`src/rtl/mario_motion_ctrl_if.sv`:
```
// Mario motion controller bus: player/collision inputs and sprite outputs.
// Drivers use master; the controller uses slave.
interface mario_motion_ctrl_if;
  logic       frame_tick;
  logic       btn_left;
  logic       btn_right;
  logic       btn_jump;
  logic       btn_up;
  logic       btn_down;
  logic       on_ground;
  logic       on_ladder;
  logic       hit;
  logic [9:0] posX;
  logic [8:0] posY;
  logic [2:0] state;
  logic       life_lost;

  modport master (
    output frame_tick, btn_left, btn_right, btn_jump,
    output btn_up, btn_down, on_ground, on_ladder, hit,
    input  posX, posY, state, life_lost
  );

  modport slave (
    input  frame_tick, btn_left, btn_right, btn_jump,
    input  btn_up, btn_down, on_ground, on_ladder, hit,
    output posX, posY, state, life_lost
  );
endinterface

```
`src/rtl/mario_motion_ctrl.sv`:
```
// Per-frame Mario position/animation controller.
// State and position advance only on frame_tick.
module mario_motion_ctrl #(
  parameter logic [9:0] SPAWN_X     = 10'd80,
  parameter logic [8:0] SPAWN_Y     = 9'd390,
  parameter int         WALK_STEP   = 2,
  parameter int         CLIMB_STEP  = 2,
  parameter int         JUMP_V      = 8,
  parameter int         MAX_FALL    = 8,
  parameter int         DEATH_TICKS = 60
) (
  input  logic                clk,
  input  logic                rst_n,
  mario_motion_ctrl_if.slave  bus
);

  typedef enum logic [2:0] {
    S_INIT  = 3'b000,
    S_FLY   = 3'b001,
    S_JUMP  = 3'b010,
    S_WALK  = 3'b011,
    S_STAND = 3'b100,
    S_DIE   = 3'b101,
    S_CLAMP = 3'b110
  } st_t;

  localparam int CW = $clog2(DEATH_TICKS);
  localparam logic signed [11:0] WSTEP = 12'(WALK_STEP);
  localparam logic signed [10:0] CSTEP = 11'(CLIMB_STEP);
  localparam logic signed [5:0]  JV    = 6'(JUMP_V);
  localparam logic signed [5:0]  MAXF  = 6'(MAX_FALL);
  localparam logic [8:0]         Y_MAX = 9'd390;

  st_t                r_st, w_st;
  logic [9:0]         r_x, w_x;
  logic [8:0]         r_y, w_y;
  logic signed [5:0]  r_vy, w_vy;
  logic signed [1:0]  r_hdir, w_hdir;
  logic [CW-1:0]      r_cnt, w_cnt;
  logic               r_ll, w_ll;

  logic signed [1:0]  w_dir;
  logic               w_one_h;
  logic signed [11:0] w_x_walk;
  logic signed [11:0] w_x_air;
  logic signed [10:0] w_y_air;
  logic signed [10:0] w_y_clb;
  logic signed [5:0]  w_vy_inc;

  function automatic logic [9:0] f_cx(input logic signed [11:0] v);
    if (v < 12'sd80)       return 10'd80;
    else if (v > 12'sd560) return 10'd560;
    else                   return v[9:0];
  endfunction

  function automatic logic [8:0] f_cy(input logic signed [10:0] v);
    if (v < 11'sd90)       return 9'd90;
    else if (v > 11'sd390) return 9'd390;
    else                   return v[8:0];
  endfunction

  assign w_one_h = bus.btn_left ^ bus.btn_right;

  always_comb begin
    w_dir = 2'sd0;
    unique case (1'b1)
      bus.btn_left  & ~bus.btn_right: w_dir = -2'sd1;
      bus.btn_right & ~bus.btn_left:  w_dir = 2'sd1;
      default:                        w_dir = 2'sd0;
    endcase
  end

  always_comb begin
    w_x_walk = $signed({2'b00, r_x});
    w_x_air  = $signed({2'b00, r_x});
    if (w_dir == 2'sd1)        w_x_walk = w_x_walk + WSTEP;
    else if (w_dir == -2'sd1)  w_x_walk = w_x_walk - WSTEP;
    if (r_hdir == 2'sd1)       w_x_air  = w_x_air + WSTEP;
    else if (r_hdir == -2'sd1) w_x_air  = w_x_air - WSTEP;
  end

  always_comb begin
    w_y_air = $signed({2'b00, r_y}) + $signed({{5{r_vy[5]}}, r_vy});
    w_y_clb = $signed({2'b00, r_y});
    if (bus.btn_up & ~bus.btn_down)      w_y_clb = w_y_clb - CSTEP;
    else if (bus.btn_down & ~bus.btn_up) w_y_clb = w_y_clb + CSTEP;
    w_vy_inc = (r_vy >= MAXF) ? MAXF : r_vy + 6'sd1;
  end

  always_comb begin
    w_st   = r_st;
    w_x    = r_x;
    w_y    = r_y;
    w_vy   = r_vy;
    w_hdir = r_hdir;
    w_cnt  = r_cnt;
    w_ll   = 1'b0;
    if (bus.frame_tick) begin
      unique case (r_st)
        S_INIT: begin
          w_x    = SPAWN_X;
          w_y    = SPAWN_Y;
          w_vy   = '0;
          w_hdir = '0;
          w_st   = S_STAND;
        end
        S_STAND, S_WALK: begin
          if (bus.hit) begin
            w_st  = S_DIE;
            w_cnt = '0;
          end else if (!bus.on_ground) begin
            w_st   = S_FLY;
            w_vy   = '0;
            w_hdir = '0;
          end else if (bus.btn_jump) begin
            w_st   = S_JUMP;
            w_vy   = -JV;
            w_hdir = w_dir;
          end else if (bus.on_ladder & (bus.btn_up | bus.btn_down)) begin
            w_st = S_CLAMP;
            w_y  = f_cy(w_y_clb);
          end else if (w_one_h) begin
            w_st = S_WALK;
            w_x  = f_cx(w_x_walk);
          end else begin
            w_st = S_STAND;
          end
        end
        S_JUMP, S_FLY: begin
          if (bus.hit) begin
            w_st  = S_DIE;
            w_cnt = '0;
          end else if (r_st == S_FLY && (bus.on_ground || r_y == Y_MAX)) begin
            w_st   = S_STAND;
            w_vy   = '0;
            w_hdir = '0;
          end else begin
            w_y  = f_cy(w_y_air);
            w_x  = f_cx(w_x_air);
            w_vy = w_vy_inc;
            if (!w_vy_inc[5]) w_st = S_FLY;
          end
        end
        S_CLAMP: begin
          if (bus.hit) begin
            w_st  = S_DIE;
            w_cnt = '0;
          end else if (!bus.on_ladder) begin
            w_st   = bus.on_ground ? S_STAND : S_FLY;
            w_vy   = '0;
            w_hdir = '0;
          end else begin
            w_y = f_cy(w_y_clb);
          end
        end
        S_DIE: begin
          if (r_cnt == CW'(DEATH_TICKS - 1)) begin
            w_st  = S_INIT;
            w_ll  = 1'b1;
            w_cnt = '0;
          end else begin
            w_cnt = r_cnt + 1'b1;
          end
        end
        default: w_st = S_INIT;
      endcase
    end
  end

  always_ff @(posedge clk or negedge rst_n) begin
    if (!rst_n) begin
      r_st   <= S_INIT;
      r_x    <= SPAWN_X;
      r_y    <= SPAWN_Y;
      r_vy   <= '0;
      r_hdir <= '0;
      r_cnt  <= '0;
      r_ll   <= 1'b0;
    end else begin
      r_st   <= w_st;
      r_x    <= w_x;
      r_y    <= w_y;
      r_vy   <= w_vy;
      r_hdir <= w_hdir;
      r_cnt  <= w_cnt;
      r_ll   <= w_ll;
    end
  end

  assign bus.posX      = r_x;
  assign bus.posY      = r_y;
  assign bus.state     = r_st;
  assign bus.life_lost = r_ll;

endmodule

```
`src/flat_wrapper.sv`:
```
// flat-port wrapper written by rule: the top's interface ports become plain ports
module mario_motion_ctrl_flat 
#(
  parameter logic [9:0] SPAWN_X     = 10'd80,
  parameter logic [8:0] SPAWN_Y     = 9'd390,
  parameter int         WALK_STEP   = 2,
  parameter int         CLIMB_STEP  = 2,
  parameter int         JUMP_V      = 8,
  parameter int         MAX_FALL    = 8,
  parameter int         DEATH_TICKS = 60
)
  (clk, rst_n, bus_frame_tick, bus_btn_left, bus_btn_right, bus_btn_jump, bus_btn_up, bus_btn_down, bus_on_ground, bus_on_ladder, bus_hit, bus_posX, bus_posY, bus_state, bus_life_lost);
  mario_motion_ctrl_if bus_i ();
  input  logic clk;
  input  logic rst_n;
  input wire logic [$bits(bus_i.frame_tick)-1:0] bus_frame_tick;
  input wire logic [$bits(bus_i.btn_left)-1:0] bus_btn_left;
  input wire logic [$bits(bus_i.btn_right)-1:0] bus_btn_right;
  input wire logic [$bits(bus_i.btn_jump)-1:0] bus_btn_jump;
  input wire logic [$bits(bus_i.btn_up)-1:0] bus_btn_up;
  input wire logic [$bits(bus_i.btn_down)-1:0] bus_btn_down;
  input wire logic [$bits(bus_i.on_ground)-1:0] bus_on_ground;
  input wire logic [$bits(bus_i.on_ladder)-1:0] bus_on_ladder;
  input wire logic [$bits(bus_i.hit)-1:0] bus_hit;
  output wire logic [$bits(bus_i.posX)-1:0] bus_posX;
  output wire logic [$bits(bus_i.posY)-1:0] bus_posY;
  output wire logic [$bits(bus_i.state)-1:0] bus_state;
  output wire logic [$bits(bus_i.life_lost)-1:0] bus_life_lost;
  assign bus_i.frame_tick = bus_frame_tick;
  assign bus_i.btn_left = bus_btn_left;
  assign bus_i.btn_right = bus_btn_right;
  assign bus_i.btn_jump = bus_btn_jump;
  assign bus_i.btn_up = bus_btn_up;
  assign bus_i.btn_down = bus_btn_down;
  assign bus_i.on_ground = bus_on_ground;
  assign bus_i.on_ladder = bus_on_ladder;
  assign bus_i.hit = bus_hit;
  assign bus_posX = bus_i.posX;
  assign bus_posY = bus_i.posY;
  assign bus_state = bus_i.state;
  assign bus_life_lost = bus_i.life_lost;
  mario_motion_ctrl #(.SPAWN_X(SPAWN_X), .SPAWN_Y(SPAWN_Y), .WALK_STEP(WALK_STEP), .CLIMB_STEP(CLIMB_STEP), .JUMP_V(JUMP_V), .MAX_FALL(MAX_FALL), .DEATH_TICKS(DEATH_TICKS)) u_core (.clk(clk), .rst_n(rst_n), .bus(bus_i));
endmodule
```
`config.mk`:
```
export PLATFORM = sky130hd
export DESIGN_NAME = mario_motion_ctrl_flat
export DESIGN_NICKNAME = d
export VERILOG_FILES = /design/src/rtl/mario_motion_ctrl_if.sv /design/src/rtl/mario_motion_ctrl.sv /design/src/flat_wrapper.sv
export SDC_FILE = /design/constraint.sdc
export NUM_CORES = 1
export LEC_CHECK = 0
export BUFFER_PORTS_ARGS = -buffer_cell sky130_fd_sc_hd__buf_2
export CAP_MARGIN = 20
export CORE_MARGIN = 3
export CORE_UTILIZATION = 60
export DETAILED_ROUTE_END_ITERATION = 10
export PLACE_DENSITY_LB_ADDON = 0.1
export RECOVER_POWER = 50
export SYNTH_ARGS = -nofsm -noshare
export SYNTH_HDL_FRONTEND = slang
export SYNTH_SLANG_ARGS = --single-unit
```
`constraint.sdc`:
```
create_clock -name clk -period 7 [get_ports clk]
set_input_delay 1.4 -clock clk [delete_from_list [all_inputs] [get_ports clk]]
set_output_delay 1.4 -clock clk [all_outputs]
set_load 0.1 [all_outputs]
```
==> results.tsv, run 1 <==
stage	metric	value	unit
clocking	TritonCTS clock tree	yes	
global_routing	antenna violations before repair	0	
drt	via/cell ratio	6.75	
sta	setup repair after global routing missed its margin	no	
power_and_ir_drop	Seq pwr share	0.226	
run	max-cap viol count	1	
drt	residual DRC count	0	
finish	fillers	553	
placed_design	placed insts	656	
floorplan	Die Ht	89.7	um
finish	FF+latch area	908	um^2
yosys	Post-synth EDFFs	0	
outcome	status	finished with violations	
yosys	syn avg cell area	7.55	um^2
worst_setup_path	CP Capture Type	flop	
global_routing	gr usage total	0.275	
power_and_ir_drop	Net Switching	1.40	mW
worst_setup_path	CP Class	in2reg	
global_routing	first-pass GRT wire length	19000	um
worst_setup_path	Critical Path RT	7.23	ns
sta	max frequency	0.271	GHz
yosys	flops & latches, synth	36	
power_and_ir_drop	VDD IR-drop max	0.000284	V
outcome	violated checks	max-capacitance violations, max-slew violations	
clocking	Post-CTS Hold Fix Bufs	0	
finish	Finished Core Util	0.679	
global_routing	vias in the first global route	3884	
clocking	Worst-path clk slew	0.09	ns
yosys	Mapped Cells	557	
yosys	top-count cell post-synth	nand2_1	
worst_setup_path	crit-path max FO	7	
clocking	clk root buf	clkbuf_8	
placed_design	Detail Placement HPWL	8560	um
sta	final setup fails	0	
floorplan	total core area	6570	um^2
floorplan	I/O Pins	34	
placed_design	Port-buffer cells	32	
hold_path	worst hold path type	reg2reg	
yosys	sequential fraction of the synthesis area	0.216	
yosys	Cell variety after synth	85	
sta	period utilisation layout	0.528	
drt	Pre-antenna DRT Iters	5	
finish	Multi-input gate area	3040	um^2
sta	clock skew	0.00677	ns
yosys	syn nets	589	
drt	DR vias	4488	
drt	Initial DRC Count	460	
global_routing	largest net degree at the start of global routing	37	
yosys	synth cell count leaders	nand2_1 (48), o21ai_0 (45), nor2_1 (40)	
yosys	yosys warns	0	
clocking	Clock Sinks	36	
power_and_ir_drop	combinational power share	0.689	
clocking	H-tree depth	2	
sta	final setup TNS	0	ns
sta	final max-slew violation count	37	
finish	number of diodes	0	
finish	area grow syn2layout	6.07	%
power_and_ir_drop	clock network fraction of total power	0.086	
floorplan	Initial Util	0.640	
drt	Detail Route Antenna Nets	0	
clocking	Clock Tree Buf Depth	2	
floorplan	total die area	8050	um^2
drt	Routed WL	11400	um
finish	share of cells above drive strength 1	0.122	
yosys	ys async rst share	1.00	
drt	Wirelength per Cell	17.1	um
yosys	Main synth FF type	dfrtp_1	
placed_design	GP Congestion	0.985	
sta	final hold slack	0.550	ns
clocking	post-CTS setup repair buffer count	0	
sta	Final Critical Period	3.69	ns
power_and_ir_drop	Sw Ratio	0.608	
sta	worst relative slew slack	-0.394	
sta	Hold Violations, Final	0	
clocking	total CTS buffers	5	
clocking	worst skew pair latency	0.30	ns
yosys	Synth top area share	0.179	
power_and_ir_drop	Pint	0.903	mW
power_and_ir_drop	LEAKAGE	1.87	nW
global_routing	grt ovf	0	
worst_setup_path	crit path DAT	3.92	ns
yosys	Synth area leaders	dfrtp_1 (18%), ha_1 (6.0%), o21ai_0 (5.4%), a21oi_1 (4.5%), nand2_1 (4.3%)	
yosys	cell taking the most area after synthesis	dfrtp_1	
clocking	post-cts gate resize count	0	
power_and_ir_drop	PwrDens	516	nW/um^2
yosys	post-synthesis cell area	4210	um^2
worst_setup_path	startpoint types	input pin	
floorplan	die width	89.7	um
floorplan	row cnt	29	
finish	Final nets	603	
finish	Layout Cells excl Fill	665	
sta	Worst-Margin Slew	2.09	ns
cell families (layout without fill, tap and decap cells):
family / after synthesis / in the layout / share of synthesized area
compound gates: 198 / 198 / 0.320
fa+ha+maj: 21 / 21 / 0.0643
flops: 36 / 36 / 0.216
buf+inv: 59 / 74 / 0.0619
mux: 6 / 6 / 0.0152
other cells: 1 / 1 / 0.000892
xor+xnor: 21 / 21 / 0.0437
simple gates: 215 / 215 / 0.278
layer usage:
layer  up-vias  wire length (um)  track usage
met1      2092              5070        0.409
li1       2125                 -            -
met2       257              5030        0.425
met5         -                 0            0
met3        14              1130       0.0392
met4         0               126       0.0613
flip-flops by register name, summed over array words and instances (netlist names):
signal and count:
u_core.bus.posX 9, u_core.bus.posY 9, u_core.r_cnt 6, u_core.r_vy 6, u_core.bus.state 3, u_core.r_hdir 2, u_core.bus.life_lost 1
area by class of cell:
cell class / count / area share
multi-input combinational: 462 / 0.681
tap: 93 / 0.0261
clock inverter: 3 / 0.0104
inverter: 33 / 0.0278
clock buffer: 5 / 0.0154
sequential: 36 / 0.204
timing repair buffer: 33 / 0.0359
worst paths after layout:
| check | end | depth (start not counted) | start | slack [ns] |
|---|---|---|---|---|
| worst max-delay path | u_core.bus.posX[8] | 11 | bus_btn_right | 3.31 |
| worst min-delay path | u_core.r_cnt[5] | 2 | u_core.r_cnt[5] | 0.55 |
| worst max register to register | u_core.bus.posY[2] | 10 | u_core.bus.posY[0] | 3.55 |
| worst min register to register | u_core.r_cnt[5] | 2 | u_core.r_cnt[5] | 0.55 |
| max in group asynchronous | u_core.bus.posY[4] | 1 | rst_n | 4.12 |
| min in group asynchronous | u_core.r_vy[4] | 1 | rst_n | 1.70 |
worst max-delay path, cell delays in order:
cell	delay, ns
buf_2	0.11
inv_1	0.07
ha_1	0.21
nor2b_1	0.34
and3_1	0.22
or3_1	0.10
o21ai_0	0.17
or2_2	0.35
o22ai_1	0.54
a221oi_1	0.20
o22ai_1	0.20
power groups by stage:
stage	Clock [mW]	Combinational [mW]	Sequential [mW]
6_report	0.197	1.58	0.519
3_5_place_dp	0	1.56	0.514
2_1_floorplan	0	1.05	0.738
5_1_grt	0.206	1.72	0.536
4_1_cts	0.200	1.57	0.509
3_3_place_gp	0	1.53	0.509
cells in the final DEF, fill, tap and decap left out, types with 3 or more instances in the layout:
master and instances:
a211oi_1 8, dfrtp_1 30, and3_1 11, clkbuf_1 4, o31ai_1 6, and4_2 3, nand4b_1 3, and2_1 8
buf_2 29, o2111ai_1 3, xnor2_1 13, ha_1 20, nand3_1 29, nor4_1 3, o41ai_1 3, or3_1 7
a31oi_1 10, nor2_1 40, nand4_1 3, a22oi_1 8, nand2_1 48, o21ai_0 46, clkbuf_8 5, o21a_1 4
nand2b_1 15, mux2i_1 3, mux2_2 3, or2_2 5, inv_1 32, dfstp_2 6, nor3_1 15, o211ai_1 12
o221ai_1 4, a21oi_1 38, o22ai_1 10, nor2b_1 6, xor2_1 8, a21o_1 8
per-stage QoR:
step,total power [mW],area [um^2],worst slack (ns)
2_1_floorplan,1.78,4210,3.59
3_3_place_gp,2.04,4350,3.04
3_5_place_dp,2.08,4350,2.83
4_1_cts,2.28,4460,3.14
5_1_grt,2.47,4460,3.08
6_report,2.30,4460,3.31
No activity file was read; power rests on OpenSTA's default activity.
==> inputs of run 2 (changes only) <==
==> constraint.sdc (replaced) <==
create_clock -name clk -period 3.8 [get_ports clk]
set_input_delay 0.76 -clock clk [delete_from_list [all_inputs] [get_ports clk]]
set_output_delay 0.76 -clock clk [all_outputs]
set_load 0.1 [all_outputs]
==> run 2 against run 1 <==
The flow still finishes with violations (max-capacitance violations, max-slew violations); register-to-register slack worse by 3.1 ns; largest power group unchanged; critical endpoint is now u_core.bus.posY[2]; largest cell class unchanged; sequential share of layout area hardly changed; sequential cell count stayed put.
==> results.tsv, run 2 (synthesized netlist as in run 1, its figures left out) <==
stage	metric	value	unit
outcome	status	finished with violations	
outcome	violated checks	max-capacitance violations, max-slew violations	
worst_setup_path	Worst R2R End	u_core.bus.posY[2]	
sta	Worst-Margin Slew	2.03	ns
finish	Finished Core Util	0.678	
clocking	post-cts gate resize count	0	
worst_setup_path	Reg2Reg Setup Slack	0.46	ns
finish	share of cells above drive strength 1	0.113	
global_routing	antenna violations before repair	0	
floorplan	Initial Util	0.640	
power_and_ir_drop	LEAKAGE	1.85	nW
worst_setup_path	CP Class	reg2reg	
sta	clock skew	0.00344	ns
worst_setup_path	Critical path origin	u_core.bus.posY[4]	
worst_setup_path	Reg2Reg Depth	9	
power_and_ir_drop	total power	4.20	mW
global_routing	grt ovf	0	
placed_design	Port-buffer cells	32	
worst_setup_path	crit-path max FO	9	
hold_path	worst hold path type	reg2reg	
sta	final setup fails	0	
worst_setup_path	Worst path max stage delay	0.61	ns
sta	Final Critical Period	3.34	ns
floorplan	total core area	6570	um^2
hold_path	Hold Crit Depth	1	
worst_setup_path	cell with the largest stage delay on the worst path	dfrtp_1	
sta	final hold slack	0.540	ns
power_and_ir_drop	VDD IR-drop max	0.000624	V
sta	Final WS setup	0.456	ns
worst_setup_path	critical path cell sequence	ha_1, a211oi_1, a21boi_2, o211ai_1, xnor2_1, a211oi_1, nor3_1, a2111oi_0, o32a_1	
drt	Initial DRC Count	438	
drt	Pre-antenna DRT Iters	5	
sta	period utilisation layout	0.880	
worst_setup_path	startpoint types	flop	
global_routing	vias in the first global route	3970	
finish	number of diodes	0	
worst_setup_path	CP Capture Type	flop	
drt	Routed WL	11500	um
drt	DR vias	4418	
floorplan	die width	89.7	um
worst_setup_path	Worst path most repeated cell	a211oi_1	
floorplan	I/O Pins	34	
placed_design	placement-stage worst setup slack	0.551	ns
clocking	total CTS buffers	5	
run	max-cap viol count	1	
clocking	Clock Tree Buf Depth	2	
sta	setup repair after global routing missed its margin	no	
sta	max frequency	0.299	GHz
drt	via/cell ratio	6.62	
clocking	Worst-path clk slew	0.08	ns
sta	final setup TNS	0	ns
floorplan	total die area	8050	um^2
worst_setup_path	Critical Path RT	4.03	ns
worst_setup_path	CP Buf/Inv Count	0	
clocking	Clock Sinks	36	
drt	Wirelength per Cell	17.3	um
drt	residual DRC count	0	
clocking	Post-CTS Hold Fix Bufs	0	
clocking	worst skew pair latency	0.29	ns
power_and_ir_drop	PwrDens	944	nW/um^2
worst_setup_path	Worst Setup EP	u_core.bus.posY[2]	
floorplan	row cnt	29	
worst_setup_path	FF-to-FF Start	u_core.bus.posY[4]	
sta	Hold Violations, Final	0	
placed_design	GP Congestion	0.974	
finish	Final nets	605	
global_routing	largest net degree at the start of global routing	37	
finish	area grow syn2layout	5.86	%
drt	Detail Route Antenna Nets	0	
finish	most common cell after layout, fill and taps aside	nand2_1	
sta	final max-slew violation count	37	
global_routing	gr usage total	0.279	
worst_setup_path	WP depth	9	
global_routing	first-pass GRT wire length	19100	um
clocking	H-tree depth	2	
clocking	post-CTS setup repair buffer count	0	
clocking	TritonCTS clock tree	yes	
floorplan	Die Ht	89.7	um
placed_design	Detail Placement HPWL	8740	um
worst_setup_path	crit path DAT	3.57	ns
worst_setup_path	Top delay family on crit path	compound AO/OA/AOI/OAI gates	
clocking	clk root buf	clkbuf_8	
finish	commonest non-fill, non-tap cells in the layout	nand2_1 (48), o21ai_0 (45), nor2_1 (40)	
sta	worst relative slew slack	-0.355	
## run 2: cell types whose count changed in the layout (fill, tap and decap cells not counted), sizes merged
cell and change:
clkbuf +8, buf -5, bufinv -1, clkinvlp +1
inv -1
## run 2: worst register-to-register path, stage by stage (launching register included)
cell	delay, ns
dfrtp_1	0.61
ha_1	0.38
a211oi_1	0.29
a21boi_2	0.28
o211ai_1	0.15
xnor2_1	0.37
a211oi_1	0.09
nor3_1	0.56
a2111oi_0	0.19
o32a_1	0.36
## run 2: how the worst min path moves through the flow
stage,from,slack (ns),to
after floorplan,rst_n,0.46,u_core.bus.life_lost
after global placement,u_core.r_cnt[5],0.51,u_core.r_cnt[5]
after detailed placement,u_core.r_cnt[5],0.53,u_core.r_cnt[5]
after CTS,u_core.r_cnt[3],0.54,u_core.r_cnt[3]
after global routing,u_core.r_cnt[3],0.56,u_core.r_cnt[3]
final,u_core.r_cnt[3],0.54,u_core.r_cnt[3]
## run 2: cell type report
class	instances	area, um^2
clock buffer	6	82.6
clock inverter	2	15.0
fill	578	2120
inverter	33	124
multi-input combinational	462	3040
sequential	36	908
tap	93	116
timing repair buffer	35	169
## run 2: power by group
part	total, mW	switching [mW]	internal [mW]
Combinational	2.95	2.02	0.931
Clock	0.297	0.150	0.147
Sequential	0.950	0.414	0.536
## run 2: metal layers
layer	track usage	vias up	wire, um
met5	0	-	0
met4	0.0677	0	95
met3	0.0359	11	1000
met2	0.446	207	5300
met1	0.401	2075	5150
li1	-	2125	-
## run 2: metrics by stage
step,instance area [um^2],cells
floorplan,4210,557
finish,4450,667
detailed placement,4370,659
global route,4450,667
CTS,4470,667
global placement,4370,659
